`src/rtl/rand_pkg.sv`:
```
// Shared types and helpers for the pseudo-random draw register.
package rand_pkg;

  localparam int unsigned CNT_W = 8;

  typedef enum logic [1:0] {
    IDLE = 2'd0,
    MIX  = 2'd1,
    DONE = 2'd2
  } state_e;

  // Right-shifting Galois masks giving maximal-length sequences, zero-extended to 32 bits.
  function automatic logic [31:0] default_taps(input int unsigned w);
    case (w)
      4:       return 32'h0000_000C;
      5:       return 32'h0000_0014;
      6:       return 32'h0000_0030;
      7:       return 32'h0000_0060;
      8:       return 32'h0000_00B8;
      9:       return 32'h0000_0110;
      10:      return 32'h0000_0240;
      11:      return 32'h0000_0500;
      12:      return 32'h0000_0829;
      13:      return 32'h0000_100D;
      14:      return 32'h0000_2015;
      15:      return 32'h0000_6000;
      16:      return 32'h0000_B400;
      17:      return 32'h0001_2000;
      18:      return 32'h0002_0400;
      19:      return 32'h0004_0023;
      20:      return 32'h0009_0000;
      21:      return 32'h0014_0000;
      22:      return 32'h0030_0000;
      23:      return 32'h0042_0000;
      24:      return 32'h00E1_0000;
      25:      return 32'h0120_0000;
      26:      return 32'h0200_0023;
      27:      return 32'h0400_0013;
      28:      return 32'h0900_0000;
      29:      return 32'h1400_0000;
      30:      return 32'h2000_0029;
      31:      return 32'h4800_0000;
      default: return 32'h8020_0003;
    endcase
  endfunction

  // One Galois step; narrower states are zero-extended so the upper bits stay zero.
  function automatic logic [31:0] lfsr_step(input logic [31:0] s, input logic [31:0] taps);
    return (s >> 1) ^ (s[0] ? taps : 32'h0);
  endfunction

endpackage

```
`src/rtl/gen_reg_n.sv`:
```
// Generic WIDTH-bit register with clock enable and asynchronous active-low clear.
module gen_reg_n #(
  parameter int unsigned     WIDTH   = 8,
  parameter logic [WIDTH-1:0] RST_VAL = '0
) (
  input  logic             clk,
  input  logic             clr_n,
  input  logic             en_i,
  input  logic [WIDTH-1:0] d_i,
  output logic [WIDTH-1:0] q_o
);

  logic [WIDTH-1:0] data_q;

  always_ff @(posedge clk or negedge clr_n) begin
    if (!clr_n) begin
      data_q <= RST_VAL;
    end else if (en_i) begin
      data_q <= d_i;
    end
  end

  assign q_o = data_q;

endmodule

```
`src/rtl/rand_draw_reg.sv`:
```
// On-request pseudo-random draw: mixes a Galois LFSR STEPS times, then holds the result until ack.
module rand_draw_reg
  import rand_pkg::*;
#(
  parameter int unsigned      WIDTH    = 8,
  parameter logic [WIDTH-1:0] TAPS     = WIDTH'(default_taps(WIDTH)),
  parameter logic [WIDTH-1:0] SEED     = WIDTH'(1),
  parameter int unsigned      STEPS    = 8,
  parameter bit               FREE_RUN = 1'b1
) (
  input  logic             clk,
  input  logic             clr_n,
  input  logic             en,
  input  logic             seed_ld,
  input  logic [WIDTH-1:0] seed,
  input  logic             req,
  input  logic             ack,
  output logic [WIDTH-1:0] q,
  output logic             valid,
  output logic             busy
);

  if (SEED == '0) begin : g_bad_seed
    $error("rand_draw_reg: SEED must be non-zero");
  end
  if (WIDTH < 4 || WIDTH > 32) begin : g_bad_width
    $error("rand_draw_reg: WIDTH must be 4..32");
  end
  if (STEPS < 1 || STEPS > 255) begin : g_bad_steps
    $error("rand_draw_reg: STEPS must be 1..255");
  end

  state_e           state_q, state_d;
  logic [CNT_W-1:0] cnt_q, cnt_d;
  logic             valid_q, valid_d;
  logic             busy_q, busy_d;
  logic [WIDTH-1:0] lfsr_q, lfsr_d;
  logic [WIDTH-1:0] q_q, q_d;
  logic [WIDTH-1:0] lfsr_nxt_c;

  assign lfsr_nxt_c = WIDTH'(lfsr_step(32'(lfsr_q), 32'(TAPS)));

  // The accept edge performs the first step; the final MIX cycle only captures,
  // so q always holds exactly STEPS steps past the pre-request state.
  always_comb begin
    state_d = state_q;
    cnt_d   = cnt_q;
    valid_d = valid_q;
    busy_d  = busy_q;
    lfsr_d  = lfsr_q;
    q_d     = q_q;
    if (seed_ld) begin
      lfsr_d  = (seed == '0) ? WIDTH'(1) : seed;
      state_d = IDLE;
      valid_d = 1'b0;
      busy_d  = 1'b0;
    end else begin
      case (state_q)
        IDLE: begin
          if (req) begin
            state_d = MIX;
            cnt_d   = CNT_W'(STEPS - 1);
            busy_d  = 1'b1;
            lfsr_d  = lfsr_nxt_c;
          end else if (FREE_RUN) begin
            lfsr_d = lfsr_nxt_c;
          end
        end
        MIX: begin
          if (cnt_q != '0) begin
            cnt_d  = cnt_q - CNT_W'(1);
            lfsr_d = lfsr_nxt_c;
          end else begin
            q_d     = lfsr_q;
            valid_d = 1'b1;
            busy_d  = 1'b0;
            state_d = DONE;
          end
        end
        DONE: begin
          if (ack) begin
            valid_d = 1'b0;
            state_d = IDLE;
          end
          if (FREE_RUN) begin
            lfsr_d = lfsr_nxt_c;
          end
        end
        default: begin
          state_d = IDLE;
          valid_d = 1'b0;
          busy_d  = 1'b0;
        end
      endcase
    end
  end

  always_ff @(posedge clk or negedge clr_n) begin
    if (!clr_n) begin
      state_q <= IDLE;
      cnt_q   <= '0;
      valid_q <= 1'b0;
      busy_q  <= 1'b0;
    end else if (en) begin
      state_q <= state_d;
      cnt_q   <= cnt_d;
      valid_q <= valid_d;
      busy_q  <= busy_d;
    end
  end

  gen_reg_n #(.WIDTH(WIDTH), .RST_VAL(SEED)) u_lfsr_reg (
    .clk   (clk),
    .clr_n (clr_n),
    .en_i  (en),
    .d_i   (lfsr_d),
    .q_o   (lfsr_q)
  );

  gen_reg_n #(.WIDTH(WIDTH), .RST_VAL('0)) u_q_reg (
    .clk   (clk),
    .clr_n (clr_n),
    .en_i  (en),
    .d_i   (q_d),
    .q_o   (q_q)
  );

  assign q     = q_q;
  assign valid = valid_q;
  assign busy  = busy_q;

endmodule

```
`config.mk`:
```
export PLATFORM = sky130hd
export DESIGN_NAME = rand_draw_reg
export DESIGN_NICKNAME = d
export VERILOG_FILES = /design/src/rtl/rand_pkg.sv /design/src/rtl/gen_reg_n.sv /design/src/rtl/rand_draw_reg.sv
export SDC_FILE = /design/constraint.sdc
export NUM_CORES = 1
export LEC_CHECK = 0
export CAP_MARGIN = 30
export CORE_ASPECT_RATIO = 0.9
export CORE_MARGIN = 8
export CORE_UTILIZATION = 30
export DETAILED_ROUTE_END_ITERATION = 8
export GPL_ROUTABILITY_DRIVEN = 0
export SLEW_MARGIN = 25
export SYNTH_ARGS = -nofsm -noshare
export SYNTH_HDL_FRONTEND = slang
export SYNTH_HIERARCHICAL = 1
export SYNTH_SLANG_ARGS = --single-unit
```
`constraint.sdc`:
```
create_clock -name clk -period 2.9 [get_ports clk]
set_input_delay 0.435 -clock clk [delete_from_list [all_inputs] [get_ports clk]]
set_output_delay 0.435 -clock clk [all_outputs]
set_load 0.02 [all_outputs]
```
Yosys cells after proc, flatten, opt, wreduce, memory -nomap -nowiden
Index checks and enable logic that the tools add are counted.

word-level totals
  word-level logic and storage cells = 53
  ROM bits = 0
  memories = 0
  latch bits = 0
  bits in writable memories = 0
  register bits = 28
  input port bits = 14

cells by class
  shift operators = 0
  multiplexer cells = 21
  equal/unequal tests = 10
  add/sub/neg operators = 1
  bitwise logic cells = 3
  $mul = 0
  reduce and logical (&&, ||, !) cells = 12
  div/mod/pow operators = 0
  $lt $le $gt $ge = 0

operators with widths
  cell                   count
  $mux W8                6
  $pmux W8 S2            2
  $reduce_and A4 Y1      4
  $ne A3 B3 Y1 const B   4
  $logic_not A8 Y1       1
  $mux W2                4
  $ne A2 B2 Y1 const B   4
  $reduce_bool A8 Y1     1
  $sub A8 B1 Y8 const B  1
  $xor A7 B8 Y8          1
  $mux W1                6
  $pmux W1 S3            2
  $pmux W2 S3            1
  $reduce_and A5 Y1      1
  $reduce_and A3 Y1      1
  $reduce_bool A3 Y1     1
  $eq A2 B1 Y1 const B   1
  $eq A2 B2 Y1 const B   1
  $logic_not A2 Y1       1
  $not A1 Y1             2
  $reduce_bool A2 Y1     1
  $reduce_or A2 Y1       1

Logic depth before layout (Yosys ltp)
Gate-level depths: netlist (run 1).

  depth in word-level cells = 5
  depth in mapped cells = 7
  gate-level depth less buffers = 7

Modules after synthesis
The synthesis (run 1) kept the hierarchy.

by module, submodules not included
  module                   sequential area each (sq um)  times used  cells an instance  area each (sq um)
  rand_draw_reg            300.3                         1           124                1061.0
  gen_reg_n at u_lfsr_reg  201.4                         1           17                 332.8
  gen_reg_n at u_q_reg     200.2                         1           17                 331.6

Worst setup path after synthesis (run 1)
No wires, ideal clock.

  path kind = register to register
  from = register cnt_q[0]
  to = register u_lfsr_reg.data_q[1], in the netlist u_lfsr_reg/q_o[1]
  cell stages (with the launch flop) = 8
  data arrival time = 1.996 ns
  period minus slack after synthesis = 2.121 ns
  data required time = 2.775 ns
  buffers on the path = 0
  path slack = 0.779 ns
  path through = dfrtp_1 > inv_1 > ha_1 > or4b_4 > o21ai_4 > mux2i_1 > a21oi_1 > mux2_4

on the way
  longest elaborated chain between the ends = 3

RTL lines
  item                                RTL line              RTL
  from (decl)                         rand_draw_reg.sv:34   logic [CNT_W-1:0] cnt_q, cnt_d;
  from (signal assigned)              rand_draw_reg.sv:106  cnt_q <= cnt_d;
  $reduce_bool A8 Y1                  rand_draw_reg.sv:70   if (cnt_q != '0) begin
  $ne A3 B3 Y1 (no source line)       n/a
  $reduce_and A3 Y1 (no source line)  n/a
  to (signal assigned)                gen_reg_n.sv:19       data_q <= d_i;
  to (decl)                           gen_reg_n.sv:13       logic [WIDTH-1:0] data_q;

No other way between the ends.
A chain may end at the register's enable or synchronous reset.

Worst setup path in the final report (run 1)
  from = register cnt_q[0]
  to = register u_lfsr_reg.data_q[2], in the netlist u_lfsr_reg/q_o[2]

The elaborated chain is that of the path after synthesis.

==> results of run 1 <==
[metal layers]
layer,GRT usage,vias to the layer above
met3,0.0240,4
met2,0.136,18
li1,-,623
met1,0.126,574
met5,0,-
met4,0.0349,0
[cell families (layout without fill, tap and decap cells)]
family                     Yosys count  count (layout)
AOI/OAI and AO/OA                   26              26
xor gates and xnor gates             3               3
buffers and inverters               14              37
DFF                                 28              28
adders and majority gates            1               1
muxes                               36              36
and+or+nand+nor                     50              50
[synth_stat cells]
cell,number
sky130_fd_sc_hd__buf_2,3
sky130_fd_sc_hd__inv_1,6
sky130_fd_sc_hd__a2bb2oi_1,1
sky130_fd_sc_hd__xor2_1,3
sky130_fd_sc_hd__o31ai_1,2
sky130_fd_sc_hd__nor4_1,2
sky130_fd_sc_hd__a31oi_1,1
sky130_fd_sc_hd__nor2_1,8
sky130_fd_sc_hd__o21ai_4,1
sky130_fd_sc_hd__a21boi_0,2
sky130_fd_sc_hd__ha_1,1
sky130_fd_sc_hd__or4b_4,2
sky130_fd_sc_hd__nand2b_1,3
sky130_fd_sc_hd__mux2i_1,12
sky130_fd_sc_hd__mux2_2,8
sky130_fd_sc_hd__nor4b_1,2
sky130_fd_sc_hd__nand4b_1,1
sky130_fd_sc_hd__nor3_1,6
sky130_fd_sc_hd__a211oi_1,1
sky130_fd_sc_hd__o22a_1,2
sky130_fd_sc_hd__dfrtp_1,27
sky130_fd_sc_hd__o211ai_1,1
sky130_fd_sc_hd__dfstp_2,1
sky130_fd_sc_hd__nand2_1,14
sky130_fd_sc_hd__o22ai_2,1
sky130_fd_sc_hd__nor3b_1,2
sky130_fd_sc_hd__mux2_4,16
sky130_fd_sc_hd__or3_1,2
sky130_fd_sc_hd__buf_6,2
sky130_fd_sc_hd__nor2b_1,1
sky130_fd_sc_hd__a21oi_1,8
sky130_fd_sc_hd__o21ai_0,3
sky130_fd_sc_hd__or4_1,2
sky130_fd_sc_hd__o21ai_1,3
sky130_fd_sc_hd__nand3_1,1
sky130_fd_sc_hd__clkbuf_1,3
sky130_fd_sc_hd__and4_1,2
sky130_fd_sc_hd__or3b_1,2
[flip-flops by register name, summed over array words and instances (netlist names)]
name            count
valid               1
cnt_q               8
busy                1
u_lfsr_reg/q_o      8
u_q_reg/q_o         8
state_q             2
[placed cells by master, fill, tap and decap left out, drive strengths merged]
cell            n
dfrtp          27
mux2           24
clkdlybuf4s50  23
nand2          14
mux2i          12
nor2            8
a21oi           8
o21ai           7
inv             6
nor3            6
buf             4
xor2            3
nand2b          3
clkbuf          3
nor3b           2
nor4b           2
or4b            2
nor4            2
or3b            2
o31ai           2
or4             2
a21boi          2
or3             2
o22a            2
and4            2
nand4b          1
a211oi          1
o22ai           1
a31oi           1
nor2b           1
a2bb2oi         1
nand3           1
o211ai          1
ha              1
bufinv          1
dfstp           1
[worst min path at each step]
stage | cells past startpoint | start | end
floorplan | 0 | clr_n | busy
global placement | 1 | busy | busy
detailed placement | 1 | busy | busy
CTS | 1 | busy | busy
global route | 1 | busy | busy
finish | 1 | busy | busy
[power groups by stage]
| stage | combinational, mW | sequential (mW) | clock (mW) |
|---|---|---|---|
| finish | 0.192 | 0.471 | 0.303 |
| global route | 0.212 | 0.477 | 0.336 |
| CTS | 0.194 | 0.470 | 0.316 |
| detailed placement | 0.193 | 0.478 | 0 |
| global placement | 0.191 | 0.478 | 0 |
| floorplan | 0.133 | 0.468 | 0 |
[cell type report]
type / instances / area, sq um / share of cell area
clock buffers: 3 / 41.3 / 0.0197
well taps: 70 / 87.6 / 0.0418
clock inverters: 1 / 30.0 / 0.0143
flip-flops and latches: 28 / 702 / 0.335
inverters: 6 / 22.5 / 0.0107
multi-input cells: 116 / 952 / 0.454
repair buffers: 27 / 260 / 0.124
==> metrics.cfg, run 1 <==
[outcome]
run_status=completed

[timing]
report.final.slew_viol_count=0
layout_min_cycle_time_ns=2.33
final.period_utilization=0.804
slew_headroom=0.592
rsz0062_at_grt=no
report.final.hold_viol_count=0
final.hold.worst_slack_ns=0.513
tightest_slew_ns=0.610
setup-violations-final=0
fin_worst_skew_ns=0.00408
postLayoutSetupSlackWorst_ns=0.567
clock.fmax_mhz=429
final.setup.tns_ns=0

[setup_path]
ff2ff_setup_slack_ns=0.57
critical_path.top_delay_family=simple AND/OR/NAND/NOR gates
worst_path_largest_cell_delay_ns=0.53
crit_start=cnt_q[0]
cp_data_required_time_ns=3.06
reg2regPathDepth=7
worst_reg2reg_endpoint=u_lfsr_reg/q_o[2]
critical_path.slowest_cell=sky130_fd_sc_hd__or4b_4
worstSetupStartpointType=register
critical_path_depth=7
critical_path.endpoint=u_lfsr_reg/q_o[2]
worstPathCellList=inv_1, ha_1, or4b_4, o21ai_4, mux2i_1, a21oi_1, mux2_4
critPathCaptureType=register
critPathArrivalTime_ns=2.50
cp_max_fo=8
timing.setup.critical_path_class=register to register
crit-reg2reg-launch=cnt_q[0]
worst-path-buf-inv=1

[floorplan]
coreArea_sq_mm=0.00563
die_area_sq_mm=0.00844
die_w_um=95.9
initial_utilization=0.307
fp.dieH_um=87.9
fp-row-count=26
num_io_pins=24

[detailed_routing]
drt_wl_total_mm=3.60
met1Wirelength_mm=1.86
avgRoutedWirePerCell_um=14.3
iter_0_drt_violations=45
dr.max_layer_used=met4
dr_wl_met3_um=138
route.antenna.remaining_nets=0
via_count=1219
viasPerCell=4.86
dr_wl_met2_mm=1.53
detail_route.drc_violations=0
pre_repair_dr_iteration_count=4

[clocking]
ctsResizeCount=0
postCtsSetupBuffers=0
maximum_level_of_the_cts_h_tree=1
cts_buffers=3
clock_tree.buffer_depth=2
root_buffer=sky130_fd_sc_hd__clkbuf_8
clk-insertion-delay-late_ns=0.27
cts_tree=done
hold_buffer_count_at_cts=0
total_number_of_clock_tree_sinks=28
cts.reportedPaths.clkPinSlew_ns=0.09

[run]
timing.max_cap.violations=0

[cells_and_area]
instances_no_fill=251
antenna_cells_inserted=0
area_growth_pct=21.5
final_core_utilization=0.372
finish.instance_area_sq_mm=0.00210
layout.nets=197
final.fill_count=558
layout-drive-gt1-share=0.204

[global_route]
antenna_found_initial=0
global_route_congestion_overflow_total=0
vias_in_the_first_global_route=1199
grt.total_usage=0.0927
grt_start_max_net_pins=20
wire_length_of_the_first_global_routing_pass_mm=6.12

[pwr]
sw_frac_of_total=0.255
power_leakage_nw=0.897
power.clock.fraction=0.314
pwr-share-seq=0.487
power_frac_comb=0.199
pwr_density_cell_mw_per_mm2=461
totalPowerFinal_mw=0.966
internal_power_mw=0.719
power.net_switching_mw=0.247
max-vdd-ir-drop_uv=280

[logic_synthesis]
yosys.area.top_type=sky130_fd_sc_hd__dfrtp_1
post_synthesis_simple_gate_area_fraction=0.166
synthXorXnorAreaFrac=0.0152
synth-warning-count=6
synthDistinctLibCells=38
dominant_combinational_cell_family_by_area_after_synthesis=multiplexers
mux_share_of_post_synthesis_cell_area=0.261
synth_fa_ha_area_frac=0.00725
seq_area_frac_synth=0.407
synth.net_count=173
syn_avg_cell_area_sq_um=10.9
synthDominantCellAreaShare=0.392
synth_compound_gate_area_share=0.102
synth_area_leaders=sky130_fd_sc_hd__dfrtp_1 39%, sky130_fd_sc_hd__mux2_4 14%, sky130_fd_sc_hd__mux2i_1 7.0%, sky130_fd_sc_hd__mux2_2 5.2%, sky130_fd_sc_hd__nand2_1 3.0%
post_synth_instance_area_sq_mm=0.00173
synth-seq-cells=28
syn_inst_count=158

[placement]
post_dp_cell_area_sq_mm=0.00202
port_buffers=23
placement.setup.worst_slack_ns=0.426
place.detailed.instances=247
hpwl_after_detailed_placement_mm=2.69

[worst_hold_path]
min-delay-path-class=register to register

Note: power is estimated with default switching activity, not from simulation.
==> run 2, diff against run 1 <==
==> constraint.sdc (replaced) <==
create_clock -name clk -period 2 [get_ports clk]
set_input_delay 0.3 -clock clk [delete_from_list [all_inputs] [get_ports clk]]
set_output_delay 0.3 -clock clk [all_outputs]
set_load 0.02 [all_outputs]
==> metrics.cfg, run 2 (synthesis results as in run 1) <==
[outcome]
run_status=complete, but fails checks
violated_checks=negative setup slack

[placement]
port_buffers=23
post_dp_cell_area_sq_mm=0.00220
hpwl_after_detailed_placement_mm=2.96

[global_route]
vias_in_the_first_global_route=1388
wire_length_of_the_first_global_routing_pass_mm=6.71
antenna_found_initial=0
grt.total_usage=0.100
global_route_congestion_overflow_total=0
grt_start_max_net_pins=29

[detailed_routing]
pre_repair_dr_iteration_count=4
avgRoutedWirePerCell_um=14.7
detail_route.drc_violations=0
dr_wl_met3_um=124
iter_0_drt_violations=91
dr.max_layer_used=met4
drt_wl_total_mm=4.04
route.antenna.remaining_nets=0
viasPerCell=5.04
dr_wl_met2_mm=1.83
met1Wirelength_mm=2.01
via_count=1380

[floorplan]
die_w_um=95.9
die_area_sq_mm=0.00844
num_io_pins=24
fp.dieH_um=87.9
initial_utilization=0.307
fp-row-count=26
coreArea_sq_mm=0.00563

[pwr]
max-vdd-ir-drop_uv=293
pwr_density_cell_mw_per_mm2=632
power_leakage_nw=1.01

[timing]
setup-violations-final=7
final.setup.tns_ns=-0.230
layout_min_cycle_time_ns=2.05
final.period_utilization=1.03
clock.fmax_mhz=487
rsz0062_at_grt=yes
fin_worst_skew_ns=0.00288
tightest_slew_ns=0.385
postLayoutSetupSlackWorst_ns=-0.0547
report.final.hold_viol_count=0
slew_headroom=0.743
report.final.slew_viol_count=0

[clocking]
total_number_of_clock_tree_sinks=28
clk-insertion-delay-late_ns=0.28
cts_tree=done
hold_buffer_count_at_cts=0
maximum_level_of_the_cts_h_tree=1
cts.reportedPaths.clkPinSlew_ns=0.10
root_buffer=sky130_fd_sc_hd__clkbuf_8
clock_tree.buffer_depth=2
cts_buffers=3

[cells_and_area]
most-common-layout-cells=27 x sky130_fd_sc_hd__dfrtp_1, 25 x sky130_fd_sc_hd__buf_4, 23 x sky130_fd_sc_hd__clkdlybuf4s50_1, 16 x sky130_fd_sc_hd__mux2_4, 14 x sky130_fd_sc_hd__nand2_1
layout.nets=220
layout-drive-gt1-share=0.314
area_growth_pct=34.4
layout.cells.most_common=sky130_fd_sc_hd__dfrtp_1
finish.instance_area_sq_mm=0.00232
antenna_cells_inserted=0

[setup_path]
crit-reg2reg-launch=cnt_q[1]
worstSetupStartpointType=register
critPathArrivalTime_ns=2.23
ff2ff_setup_slack_ns=-0.05
reg2regPathDepth=8
timing.setup.critical_path_class=register to register
critPathCaptureType=register
cp_max_fo=8
worst_reg2reg_endpoint=u_lfsr_reg/q_o[5]
cp_data_required_time_ns=2.18

[worst_hold_path]
min-delay-path-class=input port to asynchronous set/reset pin

[run]
timing.max_cap.violations=0

==> run 2: cell types whose count changed in the layout (fill, tap and decap cells not counted), sizes merged <==
cell	before	now
buf	4	27
==> run 2: final cells by class <==
cell class	instances	area (sq um)
Clock buffer	3	41.3
Timing Repair Buffer	50	449
Clock inverter	1	30.0
Multi-Input combinational cell	116	987
Inverter	6	22.5
Tap cell	70	87.6
Sequential cell	28	702
Fill cell	555	3310
==> run 2: per-layer routing <==
metal,vias up,global-route usage
met2,16,0.154
met3,5,0.0163
met4,0,0.0460
met5,-,0
li1,672,-
met1,687,0.134
==> run 2: timing repair <==
item / 4_1_cts / 5_1_grt
pin swaps: 3 / 4
buffers inserted: 1 / 1
endpoints found under the setup margin: 16 / 19
gates resized for setup: 3 / 4
==> run 2: per-stage QoR <==
stage	worst slack, ns	power [mW]	cells	hold WS, ns	util
finish	-0.0547	1.47	274	0.388	0.412
global route	-0.137	1.54	274	0.421	0.412
detailed placement	-0.149	1.01	268	0.482	0.392
CTS	-0.0974	1.47	273	0.404	0.407
global placement	-0.0978	0.998	268	0.470	0.392
floorplan	-0.0804	0.872	158	0.00441	-
==> run 2: worst max-delay path by stage <==
stage / start / slack, ns / to / depth (start not counted)
after floorplan: cnt_q[0] / -0.08 / u_lfsr_reg/q_o[1] / 7
after global placement: en / -0.1 / cnt_q[6] / 5
after detailed placement: en / -0.15 / cnt_q[6] / 5
after CTS: cnt_q[1] / -0.1 / u_lfsr_reg/q_o[5] / 8
after global routing: cnt_q[1] / -0.14 / u_lfsr_reg/q_o[6] / 8
final: cnt_q[1] / -0.05 / u_lfsr_reg/q_o[5] / 8
==> run 2: worst max-delay path: stages, from the launching register on <==
cell and delay, ns:
sky130_fd_sc_hd__dfrtp_1 0.40, sky130_fd_sc_hd__inv_2 0.08, sky130_fd_sc_hd__ha_4 0.13, sky130_fd_sc_hd__or4b_4 0.48
sky130_fd_sc_hd__o21ai_4 0.17, sky130_fd_sc_hd__buf_12 0.15, sky130_fd_sc_hd__mux2i_1 0.20, sky130_fd_sc_hd__o21ai_1 0.09
sky130_fd_sc_hd__mux2_4 0.26
==> run 2: where the power goes <==
group	internal, mW	leakage, nW	total, mW	switching [mW]
Combinational	0.185	0.625	0.326	0.141
Sequential	0.620	0.352	0.678	0.0585
Clock	0.269	0.0357	0.461	0.193
